==> src/rtl/rr_packet_arbiter_param.sv <==
// Round-robin output-port arbiter: grants one input port per packet, drives the
// crossbar select and downstream write, and re-arbitrates with no idle cycle between packets.
module rr_packet_arbiter_param #(
  parameter int NUM_PORTS   = 5,
  parameter int PACKET_SIZE = 32,
  parameter int FLIT_SIZE   = 4,
  parameter int VAR_LEN     = 0,
  parameter int SEL_W       = 3
) (
  input  logic                 clk,
  input  logic                 reset,
  input  logic [NUM_PORTS-1:0] request,
  input  logic [NUM_PORTS-1:0] tail,
  input  logic                 destination_full,
  output logic [NUM_PORTS-1:0] grant_vec,
  output logic [SEL_W-1:0]     crossbar_control,
  output logic                 write_request,
  output logic                 last_flit,
  output logic                 busy
);
  localparam int FLIT_NUM = PACKET_SIZE / FLIT_SIZE;
  localparam int CW       = (FLIT_NUM > 2) ? $clog2(FLIT_NUM) : 1;

  typedef enum logic {IDLE, SEND} state_e;

  state_e               state_q;
  logic [NUM_PORTS-1:0] grant_q, grant_d;
  logic [SEL_W-1:0]     ptr_q, idx, nxt_idx, base;
  logic [CW-1:0]        cnt_q;
  logic                 any_req, found, tail_hit;

  // idx falls back to NUM_PORTS when nothing is granted, which is the idle select code
  always_comb begin
    idx = SEL_W'(NUM_PORTS);
    for (int i = 0; i < NUM_PORTS; i++)
      if (grant_q[i]) idx = SEL_W'(i);
  end

  assign nxt_idx = (idx == SEL_W'(NUM_PORTS - 1)) ? '0 : idx + 1'b1;
  assign any_req = |request;
  assign base    = last_flit ? nxt_idx : ptr_q;

  // Two-pass scan: ports at or above base first, then wrap to the low ports
  always_comb begin
    grant_d = '0;
    found   = 1'b0;
    for (int j = 0; j < NUM_PORTS; j++)
      if (!found && request[j] && j >= int'(base)) begin
        grant_d[j] = 1'b1;
        found      = 1'b1;
      end
    for (int j = 0; j < NUM_PORTS; j++)
      if (!found && request[j]) begin
        grant_d[j] = 1'b1;
        found      = 1'b1;
      end
  end

  assign busy             = (state_q == SEND);
  assign grant_vec        = grant_q;
  assign crossbar_control = idx;
  assign write_request    = busy & ~destination_full;
  assign tail_hit         = (VAR_LEN != 0) && |(tail & grant_q);
  assign last_flit        = write_request & ((cnt_q == CW'(FLIT_NUM - 1)) | tail_hit);

  always_ff @(posedge clk or negedge reset) begin
    if (!reset) begin
      state_q <= IDLE;
      grant_q <= '0;
      ptr_q   <= '0;
      cnt_q   <= '0;
    end else begin
      case (state_q)
        IDLE: if (any_req) begin
          grant_q <= grant_d;
          state_q <= SEND;
        end
        SEND: begin
          if (last_flit) begin
            cnt_q <= '0;
            ptr_q <= nxt_idx;
            if (any_req) grant_q <= grant_d;
            else begin
              grant_q <= '0;
              state_q <= IDLE;
            end
          end else if (write_request) begin
            cnt_q <= cnt_q + 1'b1;
          end
        end
        default: state_q <= IDLE;
      endcase
    end
  end
endmodule

==> config.mk <==
export PLATFORM = sky130hd
export DESIGN_NAME = rr_packet_arbiter_param
export DESIGN_NICKNAME = d
export VERILOG_FILES = /design/src/rtl/rr_packet_arbiter_param.sv
export SDC_FILE = /design/constraint.sdc
export NUM_CORES = 1
export LEC_CHECK = 0
export CAP_MARGIN = 0
export CORE_MARGIN = 8
export CORE_UTILIZATION = 50
export DETAILED_ROUTE_END_ITERATION = 6
export PLACE_DENSITY_LB_ADDON = 0.3
export SYNTH_ARGS = -nofsm -noshare
export SYNTH_HDL_FRONTEND = slang
export SYNTH_SLANG_ARGS = --single-unit
==> constraint.sdc <==
create_clock -name clk -period 3.95 [get_ports clk]
set_input_delay 0.395 -clock clk [delete_from_list [all_inputs] [get_ports clk]]
set_output_delay 0.395 -clock clk [all_outputs]
set_load 0.005 [all_outputs]
After elaboration in Yosys (flattened, before gate mapping):

Index checks and enable logic that the tools add are counted.

* flip-flop bits (word level): 12
* bits in latches: 0
* memory bits (writable): 0
* ROM bits: 0
* bits of input ports: 13
* word-level logic and storage cells: 80
* memories kept: 0

* add/subtract/negate cells: 2
* $mul: 0
* divide/modulo/power cells: 0
* magnitude comparators: 5
* eq/ne operators: 4
* shifts and indexed selects: 0
* muxes and demuxes: 34
* bitwise logic cells: 4
* reduce and logical (&&, ||, !) cells: 27

Operators by type and width (count)
* $mux 3: 9
* $mux 1: 20
* $mux 5: 3
* $logic_and 1x1->1: 14
* $pmux 5 s2: 1
* $logic_not 1->1: 9
* $add 3x1->3 const B: 2
* $eq 3x3->1 const B: 2
* $ge 1x3->1 const A: 2
* $ge 2x3->1 const A: 2
* $reduce_or 5->1: 1
* $ne 2x2->1 const B: 2
* $reduce_and 2->1: 2
* $ge 3x3->1 const A: 1
* $and 1x1->1: 2
* $not 1->1: 2
* $pmux 1 s2: 1
* $reduce_bool 2->1: 1

Depth between registers and ports, before layout:

Gate-level depths: netlist (run 1).

* word-level depth: 45
* mapped depth: 13
* depth with buffers taken out: 13

Least setup slack after synthesis (run 1):

OpenSTA, ideal clock, no wires.

* kind: reg-to-reg
* start: register grant_q[0] (netlist: grant_vec[0])
* end: register grant_q[0] (netlist: grant_vec[0])
* setup time: 0.120 ns
* arrival: 2.223 ns
* required time: 3.830 ns
* slack: 1.606 ns
* stages on the path, launching flop included: 13
* buffers on the path: 0
* period minus slack after synthesis: 2.344 ns
* cells stage by stage: dfrtp_1 -> nor2b_1 -> nor2_1 -> nor2_1 -> or2_2 -> inv_1 -> ha_1 -> or4b_1 -> and3_4 -> clkinv_4 -> and2_4 -> o21ai_2 -> a41o_1

* cells in the longest elaborated chain, start to end: 33

RTL lines
* start: declaration: line 27 `logic [NUM_PORTS-1:0] grant_q, grant_d;`
* start signal: assignment: line 75 `grant_q <= grant_d;`
* start signal: assignment: line 82 `if (any_req) grant_q <= grant_d;`
* $mux 3 (*) (5 in series): line 36 `if (grant_q[i]) idx = SEL_W'(i);`
* via crossbar_control[0]: line 16 `output logic [SEL_W-1:0] crossbar_control,`
* $add 3x1->3 / $eq 3x3->1 (equally long branches): line 39 `assign nxt_idx = (idx == SEL_W'(NUM_PORTS - 1)) ? '0 : idx + 1'b1;`
* $mux 3 (*): line 39
* $mux 3 (*)
* $ge 1x3->1: line 48 `if (!found && request[j] && j >= int'(base)) begin`
* $logic_and 1x1->1: line 48
* $mux 1: line 48
* [... 13 more ...]
* $logic_and 1x1->1 (2 in series): line 48
* $mux 1: line 48
* $logic_not 1->1: line 53 `if (!found && request[j]) begin`
* $logic_and 1x1->1: line 53
* $mux 1 (*): line 53
* $mux 5: line 82
* $mux 5: line 79 `if (last_flit) begin`
* $pmux 5 s2 (*): line 73 `case (state_q)`

The timed path passes the listed nets; every way through them passes the cells marked *. The select of a mux whose other input is x is not followed.
A chain may end at the register's enable or synchronous reset.

Final worst setup path (run 1):

* start: register grant_q[0] (netlist: grant_vec[0])
* end: register grant_q[3] (netlist: grant_vec[3])

* cells in the longest elaborated chain, start to end: 42

RTL lines (line)
* $mux 3 (*) (5 in series): 36
* $add 3x1->3 / $eq 3x3->1 (equally long branches): 39
* $mux 3 (*): 39
* $mux 3 (*)
* $ge 1x3->1: 48
* $logic_and 1x1->1: 48
* $mux 1: 48
* $logic_not 1->1: 48
* [... 22 more ...]
* $logic_and 1x1->1: 53
* $mux 1: 53
* $logic_not 1->1: 53
* $logic_and 1x1->1: 53
* $mux 1 (*): 53
* $mux 5: 82
* $mux 5: 79
* $pmux 5 s2 (*): 73

Every way passes the cells marked *; elsewhere a longest branch is shown, timed or not. The select of a mux whose other input is x is not followed.

==> results of run 1 <==
## synthesized netlist by cell type, types with 2 or more instances
library cell / n / share of area [%]
o211ai_1: 2 / 1.8
nor2_1: 12 / 5.3
o31ai_1: 3 / 2.6
or2_2: 3 / 2.2
dfrtp_1: 12 / 35
inv_1: 5 / 2.2
nand2_1: 13 / 5.7
nor3_1: 2 / 1.2
a21oi_1: 3 / 1.8
mux2i_1: 2 / 2.3
o21ai_0: 4 / 2.3
a21o_1: 2 / 1.8
ha_1: 4 / 5.9
nand4_1: 3 / 2.2
or3_1: 2 / 1.5
## layer usage
| layer | wire length (um) | share of wire (%) |
|---|---|---|
| met1 | 836 | 46 |
| met2 | 867 | 48 |
| met5 | 0 | 0 |
| met4 | 8 | 0.44 |
| met3 | 104 | 5.7 |
## logic make-up after synthesis
group | share of synthesized area [%]
AND/OR/NAND/NOR | 30.3
AO/OA/AOI/OAI | 21.2
flip-flops | 35.1
buffers and inverters | 5.12
adder cells (fa/ha/maj) | 5.86
multiplexers | 2.34
## sequential cells by signal, summed over array words and instances, names as in the netlist
| name | cells |
|---|---|
| grant_vec | 5 |
| busy | 1 |
| cnt_q | 3 |
| ptr_q | 3 |
## critical path, stage by stage (launching register included)
cell and delay, ns:
dfrtp_1 0.42, nor2b_1 0.15, nor2_1 0.08, nor2_1 0.04, or2_2 0.28, ha_1 0.34
o31ai_1 0.57, a21oi_1 0.20, a32oi_1 0.23, o31ai_1 0.09
## metrics by stage
stage	power (uW)	cells	util [%]	cell area (sq um)	setup slack, ns
after global routing	759	135	64.7	1080	1.13
after CTS	702	135	64.7	1080	1.42
after global placement	593	131	62.5	1040	1.46
final	694	135	64.7	1080	1.42
after detailed placement	605	131	62.5	1040	1.45
after floorplan	458	97	-	855	1.61
## worst min path at each step
stage                    startpoint                       end
2_1_floorplan                 reset            busy$_DFF_PN0_
3_3_place_gp   cnt_q[2]$_DFFE_PN0P_      cnt_q[2]$_DFFE_PN0P_
3_5_place_dp   cnt_q[1]$_DFFE_PN0P_      cnt_q[1]$_DFFE_PN0P_
4_1_cts                       reset            busy$_DFF_PN0_
5_1_grt                       reset  grant_vec[0]$_DFFE_PN0P_
6_report                      reset            busy$_DFF_PN0_
## where the power goes
group / total [uW] / leakage [uW] / internal (uW) / switching [uW]
clock: 96.4 / 0.0000210 / 56.0 / 40.4
combinational: 393 / 0.000331 / 207 / 186
sequential: 205 / 0.000151 / 167 / 38.2
total: 694 / 0.000503 / 429 / 265
## layout make-up
class	instances	area, sq um
fillers	149	589
multi-input cells	77	510
flip-flops and latches	12	300
repair buffers	18	180
clock buffers	4	36.3
inverters	7	32.5
well taps	17	21.3
==> impl_metrics.yaml, run 1 <==
floorplanning:
  rows: 15
  core_sq_mm: 0.00167
  start_util_pct: 51.2
  die-area_sq_mm: 0.00329
  die_w_um: 57.3
  io_pins: 24
  die_y_um: 57.3
clock_tree:
  numClockSinks: 12
  post-cts-setup-buffers: 0
  cts_max_level: 1
  numCtsBuffers: 3
  cts_resized: 0
  cts-root-buf: "clkbuf_4"
  insertion_delay_ns: 0.27
  cts_tree: "built"
  postCtsHoldBufs: 0
  clkSlewWorstSetupHoldPaths_ns: 0.08
  cts_buffer_depth: 2
route:
  postRouteAntennaNets: 0
  routed_wirelength_mm: 1.82
  drc: 0
  vias: 787
  first_iter_violations: 19
  via_per_inst: 5.83
  firstDrtPassIters: 4
  routedWlPerCell_um: 13.5
logic_synthesis:
  synth_ff_type: "dfrtp_1"
  syn-cell-area_sq_um: 855
  syn_avg_cell_area_sq_um: 8.81
  syn_nets: 114
  synth_cell_types: 40
  yosysWarnings: 0
  seq_area_frac_synth_pct: 35.1
  synth_edf_count: 0
  synth-async-reset-ratio_pct: 100
  ys_ff_latch: 12
  netlist_instances: 97
worst_setup_path:
  r2r_start: "grant_vec[0]$_DFFE_PN0P_"
  arrival_ns: 2.67
  r2r_cells: 9
  end_kind: "flop"
  endpoint: "grant_vec[3]$_DFFE_PN0P_"
  crit_path_start_kind: "flop"
  required_ns: 4.10
  worstReg2RegEnd: "grant_vec[3]$_DFFE_PN0P_"
  crit_start: "grant_vec[0]$_DFFE_PN0P_"
  critPathKind: "reg -> reg"
  path_max_fanout: 5
  rrSetupSlack_ns: 1.42
sta:
  skew_ns: 0.00433
  worstMarginPinSlew_ns: 0.610
  slew_headroom_pct: 59.0
  finalHoldViolations: 0
  slew_violations: 0
  max_freq_mhz: 396
  setup_viol: 0
  tns_ns: 0
  fin_crit_ns: 2.53
  period_share_pct: 64.0
  holdWs_ns: 0.465
  rsz0062_at_grt: "false"
cells_and_area:
  antenna_cells: 0
  drive_gt1_share_pct: 14.4
  final_common_cell: "clkdlybuf4s50_1"
  final_nets: 136
  area_growth_pct: 26.5
  final_cell_mix: "clkdlybuf4s50_1 (18), nand2_1 (13), nor2_1 (12), dfrtp_1 (12), inv_1 (5)"
global_routing:
  antenna_found_initial: 0
  grt.overflow.total: 0
  grt_max_degree: 13
  grt_pass1_vias: 758
  use_met2_pct: 19.1
  grt_use_total_pct: 11.9
  grt_pass1_wl_mm: 3.20
  top_usage_layer: "met2"
  grt_use_met1_pct: 15.2
  globalRouteMet3Util_pct: 2.02
pwr:
  ir_drop_v: 0.000290
  power_density_mw_per_mm2: 642
  p_leak_uw: 0.000503
placed_design:
  gp_congestion: 0.929
  hpwlAfterDp_mm: 1.51
  port_buffers: 18
job:
  maxCapViolations: 0
hold_path:
  hp-class: "in -> async"
outcome:
  outcome: "complete, no violations"
Note: power is estimated with default switching activity, not from simulation.
==> inputs of run 2 (changes only) <==
--- a/config.mk
+++ b/config.mk
@@ -7,7 +7,7 @@
 export LEC_CHECK = 0
 export CAP_MARGIN = 0
 export CORE_MARGIN = 8
-export CORE_UTILIZATION = 50
+export CORE_UTILIZATION = 46
 export DETAILED_ROUTE_END_ITERATION = 6
 export PLACE_DENSITY_LB_ADDON = 0.3
 export SYNTH_ARGS = -nofsm -noshare
==> constraint.sdc (replaced) <==
create_clock -name clk -period 2.45 [get_ports clk]
set_input_delay 0.245 -clock clk [delete_from_list [all_inputs] [get_ports clk]]
set_output_delay 0.245 -clock clk [all_outputs]
set_load 0.005 [all_outputs]
==> impl_metrics.yaml, run 2 (same netlist as run 1, synthesis figures left out) <==
placed_design:
  hpwlAfterDp_mm: 1.64
  port_buffers: 18
  gp_congestion: 0.923
  placedCellCount: 146
sta:
  setup_viol: 0
  worstMarginPinSlew_ns: 0.527
  period_share_pct: 94.6
  slew_violations: 0
  finalHoldViolations: 0
  slew_headroom_pct: 64.8
  tns_ns: 0
  max_freq_mhz: 431
  fin_crit_ns: 2.32
  skew_ns: 0.00447
  rsz0062_at_grt: "false"
global_routing:
  grt_pass1_vias: 762
  grt_max_degree: 13
  antenna_found_initial: 0
  grt_use_total_pct: 12.0
  grt.overflow.total: 0
  grt_pass1_wl_mm: 3.29
route:
  postRouteAntennaNets: 0
  first_iter_violations: 20
  routedWlPerCell_um: 14.5
  routed_wirelength_mm: 2.20
  via_per_inst: 5.68
  vias: 857
  drc: 0
  firstDrtPassIters: 5
job:
  maxCapViolations: 0
cells_and_area:
  stdcell_count: 151
  final_common_cell: "clkdlybuf4s50_1"
  area_growth_pct: 43.5
  final_nets: 144
  antenna_cells: 0
  largest_register_ffs: 5
  drive_gt1_share_pct: 28.6
  final_cell_mix: "clkdlybuf4s50_1 (18), nand2_1 (13), dfrtp_1 (12)"
hold_path:
  hp-class: "in -> async"
pwr:
  combPwrFrac_pct: 64.5
  power.share.sequential_pct: 23.8
  p_switching_uw: 562
  ir_drop_v: 0.000558
  switching_share_pct: 40.8
  power_density_mw_per_mm2: 1120
  power.internal_uw: 813
  p_leak_uw: 0.000554
  p_clk_share_pct: 11.6
outcome:
  outcome: "complete, no violations"
worst_setup_path:
  path_max_fanout: 5
  end_kind: "flop"
  arrival_ns: 2.49
  required_ns: 2.63
  crit_start: "grant_vec[0]$_DFFE_PN0P_"
  crit_path_start_kind: "flop"
  worstReg2RegEnd: "grant_vec[0]$_DFFE_PN0P_"
  rrSetupSlack_ns: 0.13
  critPathKind: "reg -> reg"
  r2r_start: "grant_vec[0]$_DFFE_PN0P_"
  r2r_cells: 12
clock_tree:
  cts_max_level: 1
  clkSlewWorstSetupHoldPaths_ns: 0.08
  numCtsBuffers: 3
  numClockSinks: 12
  cts_tree: "built"
  cts-root-buf: "clkbuf_4"
  cts_buffer_depth: 2
  insertion_delay_ns: 0.28
floorplanning:
  die-area_sq_mm: 0.00349
  start_util_pct: 49.0
  die_y_um: 59.1
  core_sq_mm: 0.00175
  io_pins: 24
  die_w_um: 59.1
  rows: 15
run 2: cell count changes in the layout (fill, tap and decap cells not counted), sizes merged:
| cell | change |
|---|---|
| buf | +8 |
run 2: worst max path at each step:
stage                                    end  slack (ns)  cells past startpoint
finish              grant_vec[0]$_DFFE_PN0P_        0.13                     12
CTS                 grant_vec[0]$_DFFE_PN0P_        0.02                     12
floorplan           grant_vec[0]$_DFFE_PN0P_        0.11                     12
detailed placement  grant_vec[4]$_DFFE_PN0P_       -0.05                     10
global placement    grant_vec[4]$_DFFE_PN0P_      -0.008                     10
global route        grant_vec[1]$_DFFE_PN0P_        0.01                     11
run 2: per-stage QoR:
step / setup slack [ns] / power [uW] / area, sq um / util (%) / hold WS (ns)
floorplan: 0.106 / 738 / 855 / - / -0.0506
global placement: -0.00765 / 1030 / 1110 / 63.4 / 0.462
detailed placement: -0.0530 / 1050 / 1110 / 63.4 / 0.485
CTS: 0.0208 / 1230 / 1150 / 65.8 / 0.325
global route: 0.0119 / 1470 / 1230 / 70.3 / 0.356
finish: 0.132 / 1370 / 1230 / 70.3 / 0.306
run 2: area by class of cell:
class,instances,area (sq um)
clock buffer,4,36.3
fill,133,519
inverter,7,32.5
multi-input combinational,77,586
sequential,12,300
tap,25,31.3
timing repair buffer,26,240
run 2: critical path: stages, from the launching register on:
cell	delay, ns
dfrtp_1	0.40
nor2b_4	0.13
nor2_1	0.10
nor2_1	0.04
or2_4	0.23
inv_2	0.08
ha_4	0.13
or4b_4	0.44
and3_4	0.20
clkinv_4	0.06
and2_4	0.13
o21ai_2	0.05
a41o_1	0.22
run 2: routing by layer:
metal  GRT usage (%)  up-vias  routed length [um]
li1                -      409                   -
met1            15.1      394                 937
met2            19.0       47                1050
met3            1.08        7                 153
met4            7.85        0                  60
met5               0        -                   0
run 2: timing repair:
action                                  CTS  global route
hold endpoints to repair                  0             0
buffers inserted                          0             1
hold buffers                              0             0
pin swaps                                 0             7
endpoints found under the setup margin    4             5
resized for setup                         3            17
run 2: power groups by stage:
stage	Clock, uW	Combinational (uW)	Sequential [uW]
finish	160	887	328
global route	170	964	334
CTS	161	746	318
detailed placement	0	726	322
global placement	0	707	318
floorplan	0	419	320
